===== src/rtl/rf68000_nic_pkg.sv =====
// Shared types and constants for the rf68000 node NIC bus-master port.
package rf68000_nic_pkg;

  typedef enum logic [1:0] {
    IDLE,
    BUS,
    RSP,
    ACKLO
  } state_t;

  localparam int ADR_W = 32;
  localparam int DAT_W = 32;
  localparam int SEL_W = 4;
  localparam int ID_W  = 4;

  localparam logic [DAT_W-1:0] NIC_ERR_DATA = 32'hFFFF_FFFF;

endpackage


===== src/rtl/rf68000_nic_bus_master.sv =====
// NIC initiator: turns one ring request into a single cyc/stb/ack bus cycle
// and hands the captured read data (or a timeout error) back to the ring.
module rf68000_nic_bus_master
  import rf68000_nic_pkg::*;
#(
  parameter int unsigned      TIMEOUT  = 255,
  parameter logic [DAT_W-1:0] ERR_DATA = NIC_ERR_DATA
) (
  input  logic             clk_i,
  input  logic             rst_i,
  input  logic [ID_W-1:0]  id,
  input  logic             req_valid,
  output logic             req_ready,
  input  logic             req_we,
  input  logic [SEL_W-1:0] req_sel,
  input  logic [ADR_W-1:0] req_adr,
  input  logic [DAT_W-1:0] req_dat,
  input  logic [ID_W-1:0]  req_src,
  output logic             rsp_valid,
  input  logic             rsp_ready,
  output logic [DAT_W-1:0] rsp_dat,
  output logic             rsp_err,
  output logic [ID_W-1:0]  rsp_dst,
  output logic [ID_W-1:0]  rsp_src,
  output logic             m_cyc,
  output logic             m_stb,
  output logic             m_we,
  output logic [SEL_W-1:0] m_sel,
  output logic [ADR_W-1:0] m_adr,
  output logic [DAT_W-1:0] m_dato,
  input  logic             m_ack,
  input  logic [DAT_W-1:0] m_dati
);

  // A zero TIMEOUT still needs a legal one-bit counter even though it never fires.
  localparam int             CNT_W    = (TIMEOUT > 0) ? $clog2(TIMEOUT + 1) : 1;
  localparam logic [CNT_W-1:0] CNT_MAX  = '1;
  localparam logic [CNT_W-1:0] CNT_LAST = (TIMEOUT > 0) ? CNT_W'(TIMEOUT - 1) : '0;

  state_t           state;
  logic [CNT_W-1:0] cnt;
  logic             timeout_hit;

  assign timeout_hit = (TIMEOUT != 0) && (cnt == CNT_LAST);

  // NOTE: every register here uses <= so all branches see pre-edge values.
  always_ff @(posedge clk_i or posedge rst_i) begin
    if (rst_i) begin
      state     <= IDLE;
      cnt       <= '0;
      req_ready <= 1'b0;
      rsp_valid <= 1'b0;
      rsp_dat   <= '0;
      rsp_err   <= 1'b0;
      rsp_dst   <= '0;
      rsp_src   <= '0;
      m_cyc     <= 1'b0;
      m_stb     <= 1'b0;
      m_we      <= 1'b0;
      m_sel     <= '0;
      m_adr     <= '0;
      m_dato    <= '0;
    end else begin
      rsp_src <= id;
      case (state)
        IDLE: begin
          if (req_valid && req_ready) begin
            m_cyc     <= 1'b1;
            m_stb     <= 1'b1;
            m_we      <= req_we;
            m_sel     <= req_sel;
            m_adr     <= req_adr;
            m_dato    <= req_dat;
            rsp_dst   <= req_src;
            req_ready <= 1'b0;
            cnt       <= '0;
            state     <= BUS;
          end else begin
            req_ready <= ~m_ack;
          end
        end

        BUS: begin
          if (cnt != CNT_MAX) cnt <= cnt + 1'b1;
          // Ack is checked first so a late ack beats the timeout on the same edge.
          if (m_ack) begin
            rsp_dat   <= m_we ? '0 : m_dati;
            rsp_err   <= 1'b0;
            m_cyc     <= 1'b0;
            m_stb     <= 1'b0;
            m_we      <= 1'b0;
            rsp_valid <= 1'b1;
            state     <= RSP;
          end else if (timeout_hit) begin
            rsp_dat   <= ERR_DATA;
            rsp_err   <= 1'b1;
            m_cyc     <= 1'b0;
            m_stb     <= 1'b0;
            rsp_valid <= 1'b1;
            state     <= RSP;
          end
        end

        RSP: begin
          if (rsp_ready) begin
            rsp_valid <= 1'b0;
            if (m_ack) begin
              state <= ACKLO;
            end else begin
              req_ready <= 1'b1;
              state     <= IDLE;
            end
          end
        end

        ACKLO: begin
          // Responder still holds ack from the previous cycle; never overlap it.
          if (!m_ack) begin
            req_ready <= 1'b1;
            state     <= IDLE;
          end
        end

        default: state <= IDLE;
      endcase
    end
  end

endmodule


===== config.mk =====
export PLATFORM = sky130hd
export DESIGN_NAME = rf68000_nic_bus_master
export DESIGN_NICKNAME = d
export VERILOG_FILES = /design/src/rtl/rf68000_nic_pkg.sv /design/src/rtl/rf68000_nic_bus_master.sv
export SDC_FILE = /design/constraint.sdc
export NUM_CORES = 1
export LEC_CHECK = 0
export CAP_MARGIN = 15
export CORE_ASPECT_RATIO = 0.9
export CORE_MARGIN = 1.5
export CORE_UTILIZATION = 43
export CTS_CLUSTER_DIAMETER = 100
export DETAILED_ROUTE_END_ITERATION = 12
export GPL_TIMING_DRIVEN = 0
export MAX_ROUTING_LAYER = met4
export PLACE_DENSITY = 0.91
export SKIP_CTS_REPAIR_TIMING = 1
export SLEW_MARGIN = 25
export SYNTH_ARGS = -nofsm -noshare
export SYNTH_HDL_FRONTEND = slang
export SYNTH_SLANG_ARGS = --single-unit

===== constraint.sdc =====
create_clock -name clk_i -period 4.8 [get_ports clk_i]
set_clock_uncertainty 0.2 [all_clocks]
set_input_delay 0.72 -clock clk_i [delete_from_list [all_inputs] [get_ports clk_i]]
set_output_delay 0.72 -clock clk_i [all_outputs]
set_load 0.05 [all_outputs]

**Yosys cells after proc, flatten, opt, wreduce, memory -nomap -nowiden**

Cells that the tools add are included.

- Flip-flop bits (word level): 123
- Input port bits: 114
- Output and inout port bits: 114
- Logic and storage cells: 69

- Add/sub/neg operators: 1
- Eq/ne operators: 11
- Muxes and demuxes: 29
- Bitwise gates (word level): 1
- Reductions and logical operators: 14

Operators by type and width:

| operator | number |
|---|---|
| 32-bit two-way mux | 3 |
| 8-bit two-way mux | 2 |
| 8-bit case mux with 2 select lines | 1 |
| 1-bit two-way mux | 12 |
| 2-bit two-way mux | 6 |
| 3-bit AND reduction | 4 |
| 2-bit inequality test (second input constant) | 5 |
| 8-bit by 1-bit adder with 8-bit output (second input constant) | 1 |
| 8-bit == test (second input constant) | 1 |
| 8-bit inequality test (second input constant) | 1 |
| 2-bit case mux with 4 select lines | 1 |
| 1-bit case mux with 2 select lines | 3 |
| 2-bit AND reduction | 3 |
| 2-bit nonzero test | 3 |
| 2-bit == test (second input constant) | 2 |
| 4-bit AND reduction | 1 |
| 3-bit inequality test (second input constant) | 1 |
| 1-bit case mux with 3 select lines | 1 |
| 3-bit nonzero test | 1 |
| 2-bit by 1-bit == test with 1-bit output (second input constant) | 1 |
| 2-bit zero test | 1 |
| 1-bit logical AND | 1 |
| 1-bit inverter | 1 |

**Longest topological paths before layout**

- Depth after elaboration: 4
- Mapped depth: 6
- Mapped depth without buffers: 5

**Worst setup path after synthesis**

No wires, ideal clock.

- Path kind: register to output
- Start point: register m_stb
- End point: output port m_stb
- Data arrival time: 0.904 ns
- Required time: 3.880 ns
- Setup slack: 2.976 ns
- Stages on the path, launching flop included: 2
- Buffers on the path: 1
- Path through: dfrtp_1 buf_4

RTL lines:

| what | RTL line | source |
|---|---|---|
| start: declaration | rf68000_nic_bus_master.sv:26 | `output logic m_stb,` |
| start signal: assignment | rf68000_nic_bus_master.sv:58 | `m_stb <= 1'b0;` |
| start signal: assignment | rf68000_nic_bus_master.sv:69 | `m_stb <= 1'b1;` |
| start signal: assignment | rf68000_nic_bus_master.sv:90 | `m_stb <= 1'b0;` |

No word-level cell between the ends.

**Worst setup path in the final report**

- Start point: register m_we
- End point: output port m_we

RTL lines:

| what | RTL line | source |
|---|---|---|
| start: declaration | rf68000_nic_bus_master.sv:27 | `output logic m_we,` |
| start signal: assignment | rf68000_nic_bus_master.sv:70 | `m_we <= req_we;` |

No word-level cell between the ends.

==> run metrics <==
worst endpoint required time 3.88 ns; initial antenna violation count 0; Syn Std Cell Area ~0.0053 mm²; IO Pins about 230; worst-path maximum fanout 7; largest net degree at the start of global routing 80; Seq cells post-synth 123; Synth cell types between 40 and 50; layout cells sized above 1 0.0887; crit end category output pin; Synth Area in Adders 0.00470; global-route wire length before repair 23.7 mm; Crit path max-delay family buffers and inverters; Worst Setup Start Kind flop; Fin. Hold Viols 0; MaxCap Viol Count 0; CTS sink cnt ~120; Worst R2R End rsp_dat[20]$_DFFE_PP0P_; slowest stage delay, CP approximately 0.85 ns; Gate Count Post-Synth a little under 600; met1 Usage GRT 0.294; Final Max Slew Viols 0; Worst Hold Class flop to flop; maximum clock rate approximately 380 MHz; fin crit period around 2.7 ns; Post-synth top flop dfrtp_1; hold path endpoint m_dato[26]$_DFFE_PP0P_; critical path arrival between 1.5 and 2 ns; vias in the first global route 4862; # H-tree levels 4; Wirelength per Cell around 15 µm; root buffer cell clkbuf_16; Hold Path Origin m_dato[26]$_DFFE_PP0P_; Seq. cell area ~0.003 mm²; Tcrit/Tclk final 0.553; drt total wl around 15 mm; Ys Warns 0; global routing usage on met2 0.384; setup TNS 0 ns; Relative slew margins 0.629; Post-synth ARST share 1.00; placed cells just under 1k; TritonCTS Buffers 17; post-synthesis compound-gate area fraction 0.0997; sequential area share after synthesis 0.579; Hold Crit Depth 2; WS Path Type flop to output pin; n_diodes 0; vias per inst 4.96; multi-input combinational cell area ~0.0020 mm²; simple-gate portion of the synthesized area 0.258; GPL Wtd Cong roughly 0.82; FF-to-FF path depth 6; most common cell after layout, fill and taps aside clkdlybuf4s50_1; WP buf/inv 1; TritonCTS clock tree done; DRT iter0 DRCs 271; design area 0.00836 mm²; Die X roughly 120 µm; Worst-path clk slew roughly 0.050 ns; clock tree buffer depth 2; Top Usage Layer GRT met2; Fillers 914; Residual DRC 0; EDFF count, synth 0; Core Box Area around 0.012 mm²; status completed; total number of vias approximately 5k; Lkg Pwr between 3 and 4 nW; slowest CP cell clkdlybuf4s50_1; GRT overflow 0; Nets 940; RSZ-0062 raised after global routing false; R2R Setup Slk roughly 3.1 ns; detailed placer's ending HPWL 10.5 mm; Layout area overhead 57.2%; syn_nets about 690; Post-Layout Cell Count a little under 1k; met3 Use GR 0.0665; Total Routing Usage GR 0.238; placed cell area 0.00783 mm²; row count 38; die area between 0.01 and 0.015 mm²; Peak VDD IR ~0.45 mV; Pwr Density about 760 mW/mm²; Routed Antenna Nets 0; hold_ws between 0.2 and 0.3 ns; multiplexer area fraction after synthesis 0.00753; worst-path cell chain clkdlybuf4s50_1; final setup vio count 0; drt first pass iters 5; Worst R2R Start cnt[0]$_DFFE_PP0P_; Die Ht approximately 110 µm; main combinational cell family by area after synthesis simple AND/OR/NAND/NOR gates; Layout Utilization 0.692; Worst-Skew Late Latency 0.40 ns; starting density of the core 0.440; commonest non-fill, non-tap cells in the layout clkdlybuf4s50_1, nand2_1, dfrtp_1, a21oi_1, nor2_1; IO Port Bufs between 200 and 250; Worst Tran Pin Value approximately 0.55 ns; Avg Inst Size Synth roughly 9.2 µm²; xor and xnor area share after synthesis 0
flip-flops by register name, indices dropped and copies added, names as in the netlist:
| signal | flops |
|---|---|
| req_ready | 1 |
| rsp_src | 4 |
| rsp_valid | 1 |
| cnt | 8 |
| m_sel | 4 |
| m_we | 1 |
| rsp_dst | 4 |
| m_dato | 32 |
| m_stb | 1 |
| rsp_err | 1 |
| state | 2 |
| m_adr | 32 |
| rsp_dat | 32 |
cell families (layout without fill, tap and decap cells):
family / after synthesis / count (layout)
AOI/OAI and AO/OA: 90 / 90
adders and majority gates: 2 / 2
buffers and inverters: 43 / 300
DFF: 123 / 123
muxes: 4 / 4
and+or+nand+nor: 315 / 315
cell type report:
cell class	count	share of cell area
Sequential cell	123	0.368
Multi-Input combinational cell	411	0.235
Timing Repair Buffer	228	0.275
Tap cell	160	0.0239
Clock inverter	8	0.00868
Inverter	3	0.00225
Clock buffer	21	0.0551
Buffer	40	0.0313
power breakdown:
part	internal, mW	total [mW]	switching (mW)
Sequential	1.48	1.79	0.309
Combinational	1.17	3.41	2.24
Clock	0.726	1.16	0.431
Total	3.37	6.36	2.98
synth_stat cells, drive strengths merged, types with 3 or more instances:
| library cell | instances | area (µm²) |
|---|---|---|
| buf | 29 | 215 |
| inv | 3 | 11.3 |
| dfrtp | 123 | 3080 |
| a21oi | 39 | 199 |
| o22ai | 33 | 206 |
| nor3 | 3 | 15.0 |
| o21ai | 4 | 20.0 |
| mux2i | 4 | 40.0 |
| clkbuf | 11 | 46.3 |
| nand2 | 226 | 881 |
| nor2 | 36 | 135 |
| nor2b | 33 | 206 |
| nand3b | 3 | 26.3 |
| a31oi | 4 | 25.0 |
| nand3 | 3 | 15.0 |
worst max-delay path by stage:
stage	cells past startpoint	slack (ns)	endpoint	from
floorplan	1	0.61	cnt[0]$_DFFE_PP0P_	rst_i
global placement	2	-1.10	rsp_dat[30]$_DFFE_PP0P_	rst_i
detailed placement	5	2.37	rsp_dat[31]$_DFFE_PP0P_	m_ack
CTS	1	2.13	m_we	m_we$_DFFE_PP0P_
global route	1	2.07	req_ready	req_ready$_DFFE_PP0P_
finish	1	2.15	m_we	m_we$_DFFE_PP0P_
per-stage QoR:
stage,total power [mW],setup slack [ns]
finish,6.36,2.15
CTS,6.39,2.13
floorplan,4.01,0.609
detailed placement,5.20,2.37
global route,6.69,2.07
global placement,5.12,-1.10
per-layer routing:
| layer | share of wire | wire length, µm |
|---|---|---|
| met5 | 0 | 0 |
| met4 | 0.015 | 220 |
| met3 | 0.071 | 1050 |
| met2 | 0.49 | 7150 |
| met1 | 0.43 | 6290 |
Power figures use the tool's default switching activity.
